===== src/rtl/rbm_vote_argmax_pkg.sv =====
`default_nettype none
// ============================================================================
// Module      : rbm_vote_argmax_pkg
// Description : Shared types, defaults and width helpers for the vote/argmax
//               block that follows the RBM classifier.
// Revision    : 1.0 - initial release
// ============================================================================
package rbm_vote_argmax_pkg;

  // Decision state encoding
  typedef enum logic [1:0] {
    ST_ACCUM = 2'd0,
    ST_SCAN  = 2'd1,
    ST_DONE  = 2'd2
  } state_e;

  localparam int C_OUT_DIM_DEF   = 10;
  localparam int C_SAMPLE_BW_DEF = 12;
  localparam int C_ACC_BW_DEF    = 16;
  localparam int C_LABEL_BW_DEF  = 4;

  // Number of bits needed to hold values 0 .. v-1
  function automatic int clog2_f(input int v);
    int r;
    int x;
    r = 0;
    x = v - 1;
    while (x > 0) begin
      r = r + 1;
      x = x >> 1;
    end
    return r;
  endfunction

  // Width of a flat packed vector of n elements of w bits each
  function automatic int packed_w(input int n, input int w);
    return n * w;
  endfunction

endpackage
`default_nettype wire


===== src/rtl/rbm_vote_argmax_if.sv =====
`default_nettype none
// ============================================================================
// Module      : rbm_vote_argmax_if
// Description : Sample input, accumulator view and label handshake bundle.
//               Element j of the flat vectors sits at [j*W +: W].
// Revision    : 1.0 - initial release
// ============================================================================
interface rbm_vote_argmax_if
  import rbm_vote_argmax_pkg::*;
#(
  parameter int OUT_DIM          = C_OUT_DIM_DEF,
  parameter int SAMPLE_BITLENGTH = C_SAMPLE_BW_DEF,
  parameter int ACC_BITLENGTH    = C_ACC_BW_DEF,
  parameter int LABEL_BITLENGTH  = C_LABEL_BW_DEF
);
  logic [packed_w(OUT_DIM, SAMPLE_BITLENGTH)-1:0] SampleI;
  logic                                           sample_valid;
  logic                                           finish;
  logic [packed_w(OUT_DIM, ACC_BITLENGTH)-1:0]    CountO;
  logic [LABEL_BITLENGTH-1:0]                     label;
  logic [ACC_BITLENGTH-1:0]                       best_count;
  logic                                           label_valid;
  logic                                           label_ack;
  logic                                           busy;

  // Upstream classifier / label consumer side
  modport master (
    output SampleI, sample_valid, finish, label_ack,
    input  CountO, label, best_count, label_valid, busy
  );

  // Vote/argmax block side
  modport slave (
    input  SampleI, sample_valid, finish, label_ack,
    output CountO, label, best_count, label_valid, busy
  );
endinterface
`default_nettype wire


===== src/rtl/rbm_vote_argmax_sat_accum.sv =====
`default_nettype none
// ============================================================================
// Module      : rbm_sat_accum
// Description : One saturating accumulator with synchronous clear and enable.
//               Clear has priority over enable.
// Revision    : 1.0 - initial release
// ============================================================================
module rbm_sat_accum #(
  parameter int ACC_BITLENGTH    = 16,
  parameter int SAMPLE_BITLENGTH = 12
) (
  input  wire logic                        clk,
  input  wire logic                        rst,
  input  wire logic                        i_clr,
  input  wire logic                        i_en,
  input  wire logic [SAMPLE_BITLENGTH-1:0] i_sample,
  output logic      [ACC_BITLENGTH-1:0]    o_acc
);
  // One extra bit over the wider operand so the carry is never lost
  localparam int SUM_W = ((ACC_BITLENGTH > SAMPLE_BITLENGTH) ?
                          ACC_BITLENGTH : SAMPLE_BITLENGTH) + 1;
  localparam logic [SUM_W-1:0] C_MAX = SUM_W'({ACC_BITLENGTH{1'b1}});

  logic [ACC_BITLENGTH-1:0] acc_q;
  logic [ACC_BITLENGTH-1:0] acc_d;
  logic [SUM_W-1:0]         w_sum;

  assign w_sum = SUM_W'(acc_q) + SUM_W'(i_sample);

  // Next accumulator value: clear, saturating add, or hold
  always_comb begin
    acc_d = acc_q;
    if (i_clr) begin
      acc_d = '0;
    end else if (i_en) begin
      acc_d = (w_sum > C_MAX) ? {ACC_BITLENGTH{1'b1}} : w_sum[ACC_BITLENGTH-1:0];
    end
  end

  // Accumulator register
  always_ff @(posedge clk or posedge rst) begin
    if (rst) acc_q <= '0;
    else     acc_q <= acc_d;
  end

  assign o_acc = acc_q;
endmodule
`default_nettype wire


===== src/rtl/rbm_vote_argmax.sv =====
`default_nettype none
// ============================================================================
// Module      : rbm_vote_argmax
// Description : Accumulates per-class classifier samples and, on finish,
//               scans the counters to report the winning label over a
//               valid/ack handshake.
// Revision    : 1.0 - initial release
// ============================================================================
module rbm_vote_argmax
  import rbm_vote_argmax_pkg::*;
#(
  parameter int OUT_DIM          = C_OUT_DIM_DEF,
  parameter int SAMPLE_BITLENGTH = C_SAMPLE_BW_DEF,
  parameter int ACC_BITLENGTH    = C_ACC_BW_DEF,
  parameter int LABEL_BITLENGTH  = C_LABEL_BW_DEF
) (
  input wire logic           clock,
  input wire logic           reset,
  rbm_vote_argmax_if.slave   bus
);
  // Scan index must also represent OUT_DIM, the "all elements fetched" value
  localparam int IDX_W = clog2_f(OUT_DIM + 1);

  logic [ACC_BITLENGTH-1:0]                    acc_w [OUT_DIM];
  logic [packed_w(OUT_DIM, ACC_BITLENGTH)-1:0] count_w;
  logic                                        acc_en_w;
  logic                                        acc_clr_w;
  logic [ACC_BITLENGTH-1:0]                    cand_sel_w;

  state_e                     state_q, state_d;
  logic [IDX_W-1:0]           idx_q, idx_d;
  logic [ACC_BITLENGTH-1:0]   cand_q, cand_d;
  logic [IDX_W-1:0]           cand_idx_q, cand_idx_d;
  logic                       cand_vld_q, cand_vld_d;
  logic [LABEL_BITLENGTH-1:0] label_q, label_d;
  logic [ACC_BITLENGTH-1:0]   best_q, best_d;
  logic                       label_valid_q, label_valid_d;
  logic                       busy_q, busy_d;

  // Samples only count while accumulating; the ack of a label wipes the votes
  assign acc_en_w  = (state_q == ST_ACCUM) && bus.sample_valid;
  assign acc_clr_w = (state_q == ST_DONE) && bus.label_ack;

  generate
    for (genvar j = 0; j < OUT_DIM; j++) begin : g_acc
      rbm_sat_accum #(
        .ACC_BITLENGTH    (ACC_BITLENGTH),
        .SAMPLE_BITLENGTH (SAMPLE_BITLENGTH)
      ) u_acc (
        .clk      (clock),
        .rst      (reset),
        .i_clr    (acc_clr_w),
        .i_en     (acc_en_w),
        .i_sample (bus.SampleI[j*SAMPLE_BITLENGTH +: SAMPLE_BITLENGTH]),
        .o_acc    (acc_w[j])
      );
    end
  endgenerate

  // Flatten the accumulators onto the live count view
  always_comb begin
    count_w = '0;
    for (int j = 0; j < OUT_DIM; j++) begin
      count_w[j*ACC_BITLENGTH +: ACC_BITLENGTH] = acc_w[j];
    end
  end

  // Select the accumulator addressed by the scan index
  always_comb begin
    cand_sel_w = '0;
    for (int j = 0; j < OUT_DIM; j++) begin
      if (idx_q == IDX_W'(j)) cand_sel_w = acc_w[j];
    end
  end

  // Scan FSM next state: fetch one element per cycle into a candidate
  // register, compare it the following cycle (lower index wins ties)
  always_comb begin
    state_d       = state_q;
    idx_d         = idx_q;
    cand_d        = cand_q;
    cand_idx_d    = cand_idx_q;
    cand_vld_d    = 1'b0;
    label_d       = label_q;
    best_d        = best_q;
    label_valid_d = label_valid_q;
    busy_d        = busy_q;
    case (state_q)
      ST_ACCUM: begin
        if (bus.finish) begin
          state_d = ST_SCAN;
          idx_d   = '0;
          best_d  = '0;
          label_d = '0;
          busy_d  = 1'b1;
        end
      end
      ST_SCAN: begin
        if (idx_q < IDX_W'(OUT_DIM)) begin
          cand_d     = cand_sel_w;
          cand_idx_d = idx_q;
          cand_vld_d = 1'b1;
          idx_d      = idx_q + IDX_W'(1);
        end
        if (cand_vld_q) begin
          if (cand_q > best_q) begin
            best_d  = cand_q;
            label_d = LABEL_BITLENGTH'(cand_idx_q);
          end
          if (cand_idx_q == IDX_W'(OUT_DIM - 1)) begin
            state_d       = ST_DONE;
            label_valid_d = 1'b1;
          end
        end
      end
      ST_DONE: begin
        if (bus.label_ack) begin
          state_d       = ST_ACCUM;
          label_valid_d = 1'b0;
          busy_d        = 1'b0;
        end
      end
      default: begin
        state_d       = ST_ACCUM;
        label_valid_d = 1'b0;
        busy_d        = 1'b0;
      end
    endcase
  end

  // Scan FSM and registered outputs; reset aborts any scan in progress
  always_ff @(posedge clock or posedge reset) begin
    if (reset) begin
      state_q       <= ST_ACCUM;
      idx_q         <= '0;
      cand_q        <= '0;
      cand_idx_q    <= '0;
      cand_vld_q    <= 1'b0;
      label_q       <= '0;
      best_q        <= '0;
      label_valid_q <= 1'b0;
      busy_q        <= 1'b0;
    end else begin
      state_q       <= state_d;
      idx_q         <= idx_d;
      cand_q        <= cand_d;
      cand_idx_q    <= cand_idx_d;
      cand_vld_q    <= cand_vld_d;
      label_q       <= label_d;
      best_q        <= best_d;
      label_valid_q <= label_valid_d;
      busy_q        <= busy_d;
    end
  end

  assign bus.CountO      = count_w;
  assign bus.label       = label_q;
  assign bus.best_count  = best_q;
  assign bus.label_valid = label_valid_q;
  assign bus.busy        = busy_q;
endmodule
`default_nettype wire


===== src/flat_wrapper.sv =====
// flat-port wrapper written by rule: the top's interface ports become plain ports
module rbm_vote_argmax_flat import rbm_vote_argmax_pkg::*;
#(
  parameter int OUT_DIM          = C_OUT_DIM_DEF,
  parameter int SAMPLE_BITLENGTH = C_SAMPLE_BW_DEF,
  parameter int ACC_BITLENGTH    = C_ACC_BW_DEF,
  parameter int LABEL_BITLENGTH  = C_LABEL_BW_DEF
)
  (clock, reset, bus_SampleI, bus_sample_valid, bus_finish, bus_label_ack, bus_CountO, bus_label, bus_best_count, bus_label_valid, bus_busy);
  rbm_vote_argmax_if #(.OUT_DIM(OUT_DIM), .SAMPLE_BITLENGTH(SAMPLE_BITLENGTH), .ACC_BITLENGTH(ACC_BITLENGTH), .LABEL_BITLENGTH(LABEL_BITLENGTH)) bus_i ();
  input wire logic clock;
  input wire logic reset;
  input wire logic [$bits(bus_i.SampleI)-1:0] bus_SampleI;
  input wire logic [$bits(bus_i.sample_valid)-1:0] bus_sample_valid;
  input wire logic [$bits(bus_i.finish)-1:0] bus_finish;
  input wire logic [$bits(bus_i.label_ack)-1:0] bus_label_ack;
  output wire logic [$bits(bus_i.CountO)-1:0] bus_CountO;
  output wire logic [$bits(bus_i.label)-1:0] bus_label;
  output wire logic [$bits(bus_i.best_count)-1:0] bus_best_count;
  output wire logic [$bits(bus_i.label_valid)-1:0] bus_label_valid;
  output wire logic [$bits(bus_i.busy)-1:0] bus_busy;
  assign bus_i.SampleI = bus_SampleI;
  assign bus_i.sample_valid = bus_sample_valid;
  assign bus_i.finish = bus_finish;
  assign bus_i.label_ack = bus_label_ack;
  assign bus_CountO = bus_i.CountO;
  assign bus_label = bus_i.label;
  assign bus_best_count = bus_i.best_count;
  assign bus_label_valid = bus_i.label_valid;
  assign bus_busy = bus_i.busy;
  rbm_vote_argmax #(.OUT_DIM(OUT_DIM), .SAMPLE_BITLENGTH(SAMPLE_BITLENGTH), .ACC_BITLENGTH(ACC_BITLENGTH), .LABEL_BITLENGTH(LABEL_BITLENGTH)) u_core (.clock(clock), .reset(reset), .bus(bus_i));
endmodule

===== config.mk =====
export PLATFORM = sky130hd
export DESIGN_NAME = rbm_vote_argmax_flat
export DESIGN_NICKNAME = d
export VERILOG_FILES = /design/src/rtl/rbm_vote_argmax_pkg.sv /design/src/rtl/rbm_vote_argmax_if.sv /design/src/rtl/rbm_vote_argmax_sat_accum.sv /design/src/rtl/rbm_vote_argmax.sv /design/src/flat_wrapper.sv
export SDC_FILE = /design/constraint.sdc
export NUM_CORES = 1
export LEC_CHECK = 0
export ABC_CLOCK_PERIOD_IN_PS = 10100
export CAP_MARGIN = 20
export CORE_MARGIN = 3
export CORE_UTILIZATION = 30
export CTS_CLUSTER_SIZE = 14
export DETAILED_ROUTE_END_ITERATION = 10
export PLACE_DENSITY = 0.5
export RECOVER_POWER = 50
export SLEW_MARGIN = 20
export SYNTH_ARGS = -nofsm -noshare
export SYNTH_HDL_FRONTEND = slang
export SYNTH_SLANG_ARGS = --single-unit

===== constraint.sdc =====
create_clock -name clock -period 10.1 [get_ports clock]
set_input_delay 2.02 -clock clock [delete_from_list [all_inputs] [get_ports clock]]
set_output_delay 2.02 -clock clock [all_outputs]
set_load 0.05 [all_outputs]

==> flow_summary.toml, run 1 <==
[detailed_routing]
routed_via_density = 5.62
post_drt_wl_per_cell_um = 22.2
routed_wl_mm = 62.7
drtPass1Iterations = 7
drtAntennaViolNets = 0
drc = 0
vias = 15900
drt_iter0_markers = 1224

[power]
p_sw_frac = 0.526
p_switching_mw = 4.02
p_comb_frac = 0.631
internal_power_mw = 3.61
p_per_area_nw_per_um2 = 367
p_leak_nw = 8.93
seqPwrFrac = 0.229
vdd_ir_drop_max_uv = 172
pwr-share-clk = 0.140

[cts]
clk_latency_ns = 0.57
cts-root-buf = "clkbuf_16"
cts_max_level = 1
clkSinkCount = 209
cts_resized = 0
clk_pin_slew_ns = 0.06
cts_hold_buf = 0
cts_buffer_depth = 3
cts_buffers = 29
cts_tree = "built"
cts_setup_buffers = 0

[run_status]
violations = "max-capacitance violations, max-slew violations"
outcome = "complete, but fails checks"

[die]
rows = 84
start_util = 0.305
die-area_um2 = 56400
die_h_um = 238
core_area_um2 = 52800
die_x_um = 238
ioPinCount = 307

[synth]
synthArstFlopShare = 1.00
synth-edff-count = 0
synth_xor_area_frac = 0.0354
yosysSeqAreaShare = 0.325
syn_avg_cell_area_um2 = 8.69
synth-compound-area-share = 0.308
synthCells = 1851
synth_fa_ha_area_frac = 0.121
syn-num-nets = 2126
ys_ff_latch = 209
synth_area_um2 = 16100
synthMuxAreaShare = 0.0131
ys.flop_type = "dfrtp_1"
yosys.area_share.simple = 0.149
yosysUniqueCellTypes = 90
ys_warn_count = 0
synth_top_family_by_area = "compound AO/OA/AOI/OAI gates"

[timing]
relSlewSlack = -1.75
finalSetupViolCount = 0
layout_setup_ws_ns = 4.60
period_needed_ns = 5.50
hold_ws_ns = 0.475
worst_slew_pin_slew_ns = 4.11
period_share = 0.544
fmaxAchievable_mhz = 182
hold_viol = 0
tns_ns = 0
rsz0062_at_grt = "false"
final_max_slew_viol_count = 129
fin_skew_ns = 0.0334

[layout]
drive_gt1_frac = 0.0506
final_nets = 2390
fill_cells = 5366
seq_area_um2 = 5230
multiInputGateArea_um2 = 10100
syn_to_final_growth_pct = 29.2
antennaDiodeCount = 0
final_area_um2 = 20800
finish.utilization = 0.394

[placement]
placed_area_um2 = 19800
dp_hpwl_mm = 47.7
gp_congestion = 0.907
place_ws_ns = 5.11
place.port_buffers = 306

[global_route]
grt_pass1_wl_mm = 95.4
grt_usage = 0.215
grt_pass1_vias = 15500
grt_overflow = 0
grt_use_met2 = 0.343
grt_max_degree = 88
use_met1 = 0.299
grtUsageMet3 = 0.0454
antenna_found_initial = 0
grt_busiest_layer = "met2"

[worst_hold_path]
min_path_type = "flop to flop"
hold_path_depth = 2
min_to = "u_core.bus.label_valid"
hold_start = "u_core.bus.label_valid"

[critical_path]
crit_slowest_cell = "clkinvlp_2"
cp_cell_sequence = "dlygate4sd3_1 > clkinvlp_2 > buf_4"
arrival_ns = 6.03
timing.rr.end = "u_core.cand_q[8]"
r2r_slack_ns = 6.66
r2r_cells = 8
cp-start-kind = "input pin"
cpLargestDelayFamily = "buffers and inverters"
crit_buf_inv = 3
max_stage_delay_ns = 2.27
required_ns = 10.64
critical_path_class = "input pin to asynchronous set/reset pin"
cp-end-kind = "asynchronous set/reset pin"
cp_max_fo = 87
r2r-start = "u_core.idx_q[1]"

[run]
maxCapViolations = 2
==> worst min-delay path, stage by stage, from the launching register on <==
cell,delay (ns)
dfrtp_1,0.34
nand2_1,0.05
nand2_1,0.05
==> sequential cells by signal, indices dropped and copies added, names as in the netlist <==
name,count
u_core.bus.best_count,16
u_core.state_q,2
u_core.g_acc.u_acc.o_acc,160
u_core.bus.label_valid,1
u_core.cand_q,16
u_core.bus.busy,1
u_core.cand_vld_q,1
u_core.idx_q,4
u_core.cand_idx_q,4
u_core.bus.label,4
==> cell type report <==
| type | count | share of cell area |
|---|---|---|
| inverter | 100 | 0.0181 |
| sequential | 209 | 0.252 |
| multi-input combinational | 1450 | 0.487 |
| timing repair buffer | 325 | 0.154 |
| clock inverter | 11 | 0.00777 |
| clock buffer | 40 | 0.0398 |
| tap | 688 | 0.0414 |
==> how the worst max path moves through the flow <==
| stage | from | to | slack, ns | cells past startpoint |
|---|---|---|---|---|
| final | reset | u_core.g_acc[8].u_acc.o_acc[9] | 4.60 | 3 |
| after floorplan | reset | u_core.bus.best_count[0] | 2.37 | 1 |
| after CTS | bus_SampleI[36] | u_core.g_acc[3].u_acc.o_acc[13] | 5.71 | 10 |
| after detailed placement | bus_SampleI[36] | u_core.g_acc[3].u_acc.o_acc[8] | 5.11 | 10 |
| after global routing | reset | u_core.g_acc[8].u_acc.o_acc[9] | 3.94 | 3 |
| after global placement | bus_SampleI[60] | u_core.g_acc[5].u_acc.o_acc[14] | 4.96 | 10 |
==> cells in the mapped netlist (13+ instances only) <==
cell	count	area (µm²)
a21oi_1	137	686
clkbuf_1	54	203
a31oi_1	29	181
and3_1	18	113
o21bai_1	21	158
xnor2_1	49	429
o21a_1	39	293
nand3_1	32	160
a22oi_1	38	285
or3_1	17	106
nand2_1	196	736
a21o_1	24	180
nor2_1	105	394
xor2_1	16	140
o221ai_1	17	149
a221o_1	46	460
mux2i_1	21	210
inv_1	100	375
a211oi_1	21	158
nor2b_1	21	131
ha_1	140	1750
a222oi_1	16	160
a211o_1	13	114
o22ai_1	32	200
o211ai_1	13	97.6
nor3_1	41	205
o21ai_0	141	706
o31a_1	13	114
buf_2	27	135
dfrtp_1	209	5230
==> layer usage <==
layer	part of all wire	vias to the layer above
met2	0.46	477
met5	0	-
met4	0.023	0
li1	-	7546
met1	0.46	7760
met3	0.066	82
==> power groups by stage <==
stage	Clock, mW	Combinational (mW)	Sequential (mW)
floorplan	0	2.50	2.47
global placement	0	4.78	1.76
CTS	1.10	4.84	1.75
global route	1.13	5.23	1.80
detailed placement	0	4.82	1.76
finish	1.07	4.81	1.75
==> cell families (layout without fill, tap and decap cells) <==
logic type,Yosys count,count (layout)
AO/OA/AOI/OAI,708,708
AND/OR/NAND/NOR,506,506
flip-flops,209,209
buffers and inverters,192,476
adder cells (fa/ha/maj),150,150
XOR/XNOR,65,65
multiplexers,21,21
==> metrics by stage <==
stage	power, mW	instances
after floorplan	4.97	1851
after global placement	6.54	2771
after detailed placement	6.58	2772
after CTS	7.69	2823
after global routing	8.15	2823
final	7.63	2823
==> cells in the final DEF (no fill, tap or decap), types with 46 or more instances in the layout <==
cell type	instances
nand2_1	196
inv_1	99
dfrtp_1	209
clkdlybuf4s50_1	262
xnor2_1	49
nor2_1	104
ha_1	140
a221o_1	46
o21ai_0	141
a21oi_1	136
(Power assumes the default switching activity.)
==> run 2, diff against run 1 <==
--- a/config.mk
+++ b/config.mk
@@ -5,13 +5,13 @@
 export SDC_FILE = /design/constraint.sdc
 export NUM_CORES = 1
 export LEC_CHECK = 0
-export ABC_CLOCK_PERIOD_IN_PS = 10100
+export ABC_CLOCK_PERIOD_IN_PS = 4550
 export CAP_MARGIN = 20
 export CORE_MARGIN = 3
 export CORE_UTILIZATION = 30
 export CTS_CLUSTER_SIZE = 14
 export DETAILED_ROUTE_END_ITERATION = 10
-export PLACE_DENSITY = 0.5
+export PLACE_DENSITY = 0.52
 export RECOVER_POWER = 50
 export SLEW_MARGIN = 20
 export SYNTH_ARGS = -nofsm -noshare
==> constraint.sdc (replaced) <==
create_clock -name clock -period 4.55 [get_ports clock]
set_input_delay 0.91 -clock clock [delete_from_list [all_inputs] [get_ports clock]]
set_output_delay 0.91 -clock clock [all_outputs]
set_load 0.05 [all_outputs]
==> run 2 against run 1 <==
The run still ends with max-capacitance violations, max-slew violations left; critical path type is now flop to flop; non-clock buffer count is 11 higher; first-iteration DRC count is 1.5% higher; register-to-register slack worse by 5.7 ns.
==> flow_summary.toml, run 2 (synthesis results as in run 1) <==
[cts]
cts_setup_buffers = 0
clk_latency_ns = 0.56
clkSinkCount = 209
cts_tree = "built"
cts_buffers = 27
cts_hold_buf = 0
cts_max_level = 1
cts_buffer_depth = 3
cts-root-buf = "clkbuf_16"
clk_pin_slew_ns = 0.06
cts_resized = 0

[critical_path]
r2r_cells = 8
arrival_ns = 4.05
critical_path_class = "flop to flop"
timing.rr.end = "u_core.cand_q[4]"
r2r_slack_ns = 0.93
max_stage_delay_ns = 1.25
cp_common_cell = "nand2_1"
crit_slowest_cell = "clkbuf_1"
required_ns = 4.98
cp_max_fo = 41
cp-end-kind = "flop"
r2r-start = "u_core.state_q[0]"
cp_cell_sequence = "nor2b_1 > nand2_1 > clkbuf_1 > inv_1 > o21ai_2 > nor2_2 > o221ai_1 > nand2_1"
cp-start-kind = "flop"

[timing]
rsz0062_at_grt = "false"
period_needed_ns = 3.62
relSlewSlack = -0.531
final_max_slew_viol_count = 265
hold_viol = 0
hold_ws_ns = 0.511
period_share = 0.796
worst_slew_pin_slew_ns = 2.30
fin_skew_ns = 0.0241
fmaxAchievable_mhz = 276
finalSetupViolCount = 0
tns_ns = 0

[die]
die_x_um = 238
rows = 84
die-area_um2 = 56400
ioPinCount = 307
start_util = 0.305
core_area_um2 = 52800
die_h_um = 238

[layout]
antennaDiodeCount = 0
fill_cells = 5322
largest_reg_flops = 160
final_nets = 2399
layout_commonest_cell = "clkdlybuf4s50_1"
finish.utilization = 0.394
syn_to_final_growth_pct = 29.2
mostFrequentLayoutCells = "clkdlybuf4s50_1, dfrtp_1, nand2_1"
drive_gt1_frac = 0.0537

[worst_hold_path]
hold_start = "u_core.bus.label[0]"
hold_path_depth = 2
min_to = "u_core.bus.label[0]"
min_path_type = "flop to flop"

[global_route]
grt_overflow = 0
grt_usage = 0.211
grt_pass1_wl_mm = 94.3
antenna_found_initial = 0
grt_max_degree = 154
grt_pass1_vias = 15600

[power]
p_comb_frac = 0.638
p_sw_frac = 0.530
p_switching_mw = 8.87
power_mw = 16.7
p_leak_nw = 8.99
internal_power_mw = 7.87
pwr-share-clk = 0.130
p_per_area_nw_per_um2 = 805
seqPwrFrac = 0.232
vdd_ir_drop_max_uv = 371

[detailed_routing]
routed_wl_mm = 61.8
routed_via_density = 5.60
drt_iter0_markers = 1242
drtPass1Iterations = 6
post_drt_wl_per_cell_um = 21.9
vias = 15800
drtAntennaViolNets = 0
drc = 0

[run_status]
outcome = "complete, but fails checks"
violations = "max-capacitance violations, max-slew violations"

[placement]
gp_congestion = 0.911
place.port_buffers = 306
dp_hpwl_mm = 47.2

[run]
maxCapViolations = 4
-- run 2: cell types whose count changed in the layout (fill, tap and decap cells not counted), sizes merged --
cell | previous run | this run
buf | 16 | 26
bufinv | 4 | 2
clkbuf | 43 | 41
clkdlybuf4s50 | 262 | 241
clkinv | 5 | 4
clkinvlp | 2 | 3
dlygate4sd3 | 44 | 65
inv | 100 | 101
-- run 2: stage by stage --
step	cell area, µm²	cells	worst slack, ns
floorplan	16100	1851	0.926
CTS	20800	2830	1.40
global placement	19900	2783	0.931
detailed placement	19900	2783	0.832
finish	20800	2830	0.927
global route	20800	2830	0.707
-- run 2: area by class of cell --
class,instances,area (µm²),area share
sequential,209,5230,0.252
clock buffer,37,783,0.0377
timing repair buffer,336,3320,0.159
multi-input combinational,1450,10100,0.486
clock inverter,10,116,0.00560
tap,688,861,0.0414
inverter,100,377,0.0181
-- run 2: worst max path at each step --
stage / start / end / slack, ns / cells past startpoint
2_1_floorplan: reset / u_core.bus.best_count[0] / 0.93 / 1
3_3_place_gp: bus_SampleI[48] / u_core.g_acc[4].u_acc.o_acc[13] / 0.93 / 11
3_5_place_dp: bus_SampleI[48] / u_core.g_acc[4].u_acc.o_acc[13] / 0.83 / 11
4_1_cts: bus_SampleI[48] / u_core.g_acc[4].u_acc.o_acc[2] / 1.40 / 11
5_1_grt: u_core.state_q[0] / u_core.cand_q[8] / 0.71 / 8
6_report: u_core.state_q[0] / u_core.cand_q[4] / 0.93 / 8
-- run 2: layer usage --
layer,track usage,part of all wire
met1,0.300,0.47
met2,0.340,0.46
met3,0.0313,0.057
met4,0.0474,0.019
met5,0,0
-- run 2: critical path: cells and delay by family (launching register included) --
kind	cells	cell delay [ns]
AOI/OAI and AO/OA	2	0.64
buffers and inverters	2	1.53
DFF	1	0.58
and+or+nand+nor	4	0.72
-- run 2: power groups by stage --
stage | logic [mW] | registers (mW) | clock network (mW)
2_1_floorplan | 5.56 | 5.48 | 0
3_3_place_gp | 10.7 | 3.92 | 0
3_5_place_dp | 10.7 | 3.91 | 0
4_1_cts | 10.8 | 3.90 | 2.23
5_1_grt | 11.6 | 3.99 | 2.30
6_report | 10.7 | 3.88 | 2.18
==> run 3, diff against run 2 <==
--- a/config.mk
+++ b/config.mk
@@ -5,13 +5,13 @@
 export SDC_FILE = /design/constraint.sdc
 export NUM_CORES = 1
 export LEC_CHECK = 0
-export ABC_CLOCK_PERIOD_IN_PS = 4550
+export ABC_CLOCK_PERIOD_IN_PS = 3700
 export CAP_MARGIN = 20
 export CORE_MARGIN = 3
 export CORE_UTILIZATION = 30
 export CTS_CLUSTER_SIZE = 14
 export DETAILED_ROUTE_END_ITERATION = 10
-export PLACE_DENSITY = 0.52
+export PLACE_DENSITY = 0.5
 export RECOVER_POWER = 50
 export SLEW_MARGIN = 20
 export SYNTH_ARGS = -nofsm -noshare
==> constraint.sdc (replaced) <==
create_clock -name clock -period 3.7 [get_ports clock]
set_input_delay 0.74 -clock clock [delete_from_list [all_inputs] [get_ports clock]]
set_output_delay 0.74 -clock clock [all_outputs]
set_load 0.05 [all_outputs]
==> run 3 against run 2 <==
The flow still finishes with violations (max-capacitance violations, max-slew violations); core utilization is 0.21 points higher; wire length is 2.2% higher; worst hold slack better by 0.0035 ns; flip-flop and latch count stayed put; final cell count is 0.67% higher; clock skew is 0.015 ns lower; sequential power is 22% higher; final area is 0.54% higher; first-iteration DRC count is 6.0% lower; global-route usage is 0.66 points higher; critical path depth is 2 lower; via count is 0.35% higher; critical endpoint is now u_core.cand_q[6].
==> flow_summary.toml, run 3 (synthesis results as in run 1) <==
[timing]
fmaxAchievable_mhz = 323
hold_viol = 0
fin_skew_ns = 0.00930
finalSetupViolCount = 0
relSlewSlack = -0.226
rsz0062_at_grt = "false"
period_needed_ns = 3.09
layout_setup_ws_ns = 0.607
tns_ns = 0
period_share = 0.836
final_max_slew_viol_count = 41
worst_slew_pin_slew_ns = 1.84

[cts]
clk_pin_slew_ns = 0.06
clkSinkCount = 209
cts_resized = 0
cts_max_level = 1
cts_buffers = 27
cts_tree = "built"
cts-root-buf = "clkbuf_16"
cts_hold_buf = 0
cts_buffer_depth = 3
clk_latency_ns = 0.55
cts_setup_buffers = 0

[detailed_routing]
drc = 0
post_drt_wl_per_cell_um = 22.2
drtPass1Iterations = 6
vias = 15900
drtAntennaViolNets = 0
routed_via_density = 5.58
drt_iter0_markers = 1168
routed_wl_mm = 63.2

[placement]
place.port_buffers = 306
place_ws_ns = 0.158
gp_congestion = 0.912
placed_area_um2 = 20100
dp_hpwl_mm = 48.4

[layout]
layout_commonest_cell = "clkdlybuf4s50_1"
drive_gt1_frac = 0.0592
mostFrequentLayoutCells = "clkdlybuf4s50_1, dfrtp_1, nand2_1"
largest_reg_flops = 160
final_area_um2 = 20900
fill_cells = 5327
syn_to_final_growth_pct = 29.9
antennaDiodeCount = 0
final_nets = 2419

[critical_path]
cp-start-kind = "flop"
required_ns = 4.13
arrival_ns = 3.53
critical_path_class = "flop to flop"
cp-end-kind = "flop"
cp_max_fo = 40

[die]
die_h_um = 238
die-area_um2 = 56400
core_area_um2 = 52800
die_x_um = 238
start_util = 0.305
rows = 84
ioPinCount = 307

[run_status]
outcome = "complete, but fails checks"
violations = "max-capacitance violations, max-slew violations"

[global_route]
grt_overflow = 0
grt_pass1_wl_mm = 96.8
grt_usage = 0.218
grt_max_degree = 88
grt_pass1_vias = 15800
antenna_found_initial = 0

[worst_hold_path]
min_path_type = "flop to flop"

[power]
p_per_area_nw_per_um2 = 988
pwr-share-clk = 0.128
p_switching_mw = 10.9
internal_power_mw = 9.72
seqPwrFrac = 0.229
p_comb_frac = 0.643
p_leak_nw = 9.07
p_sw_frac = 0.529
vdd_ir_drop_max_uv = 463

[run]
maxCapViolations = 1
run 3: cell count changes in the layout (fill, tap and decap cells not counted), sizes merged:
cell / previous run / this run
buf: 26 / 44
clkdlybuf4s50: 241 / 248
dlygate4sd3: 65 / 58
clkbuf: 41 / 44
clkinv: 4 / 6
clkinvlp: 3 / 1
inv: 101 / 99
run 3: path summary, 6_finish.rpt:
kind	endpoint	slack, ns	startpoint	depth (start not counted)
max in group asynchronous	u_core.g_acc[3].u_acc.o_acc[4]	1.06	reset	3
min in group asynchronous	u_core.g_acc[7].u_acc.o_acc[7]	0.81	reset	2
max	u_core.cand_q[6]	0.61	u_core.state_q[0]	6
min	u_core.cand_q[0]	0.51	u_core.cand_q[0]	2
min reg2reg	u_core.cand_q[0]	0.51	u_core.cand_q[0]	2
max reg2reg	u_core.cand_q[6]	0.61	u_core.state_q[0]	6
run 3: power groups by stage:
stage                     sequential (mW)  clock (mW)  combinational, mW
after floorplan                      6.74           0               6.84
after global placement               4.77           0               13.2
after detailed placement             4.77           0               13.3
after CTS                            4.75        2.70               13.4
after global routing                 4.87        2.79               14.4
final                                4.73        2.64               13.3
run 3: stage by stage:
stage	instances	util	total power [mW]	hold WS, ns
6_report	2849	0.396	20.6	0.514
5_1_grt	2849	0.396	22.1	0.535
4_1_cts	2849	0.397	20.8	0.517
3_5_place_dp	2803	0.381	18.1	0.504
3_3_place_gp	2803	0.381	18.0	0.498
2_1_floorplan	1851	-	13.6	0.471
run 3: per-layer routing:
layer  share of wire  global-route usage  routed length [µm]
met1            0.46               0.304               29300
met5               0                   0                   0
met2            0.46               0.356               29300
met3           0.055              0.0355                3500
met4           0.017              0.0472                1050
run 3: layout make-up:
| cell class | count | area (µm²) | area share |
|---|---|---|---|
| Clock inverter | 8 | 90.1 | 0.00431 |
| Inverter | 100 | 377 | 0.0180 |
| Clock buffer | 38 | 777 | 0.0372 |
| Timing Repair Buffer | 356 | 3460 | 0.165 |
| Sequential cell | 209 | 5230 | 0.250 |
| Tap cell | 688 | 861 | 0.0412 |
| Multi-Input combinational cell | 1450 | 10100 | 0.484 |
run 3: worst max-delay path, cell delays in order (launching register included):
cell,delay (ns)
dfrtp_1,0.60
nor2b_1,0.26
nand2_1,0.08
clkbuf_1,1.32
o22ai_1,0.37
a21oi_1,0.26
nand2_1,0.07
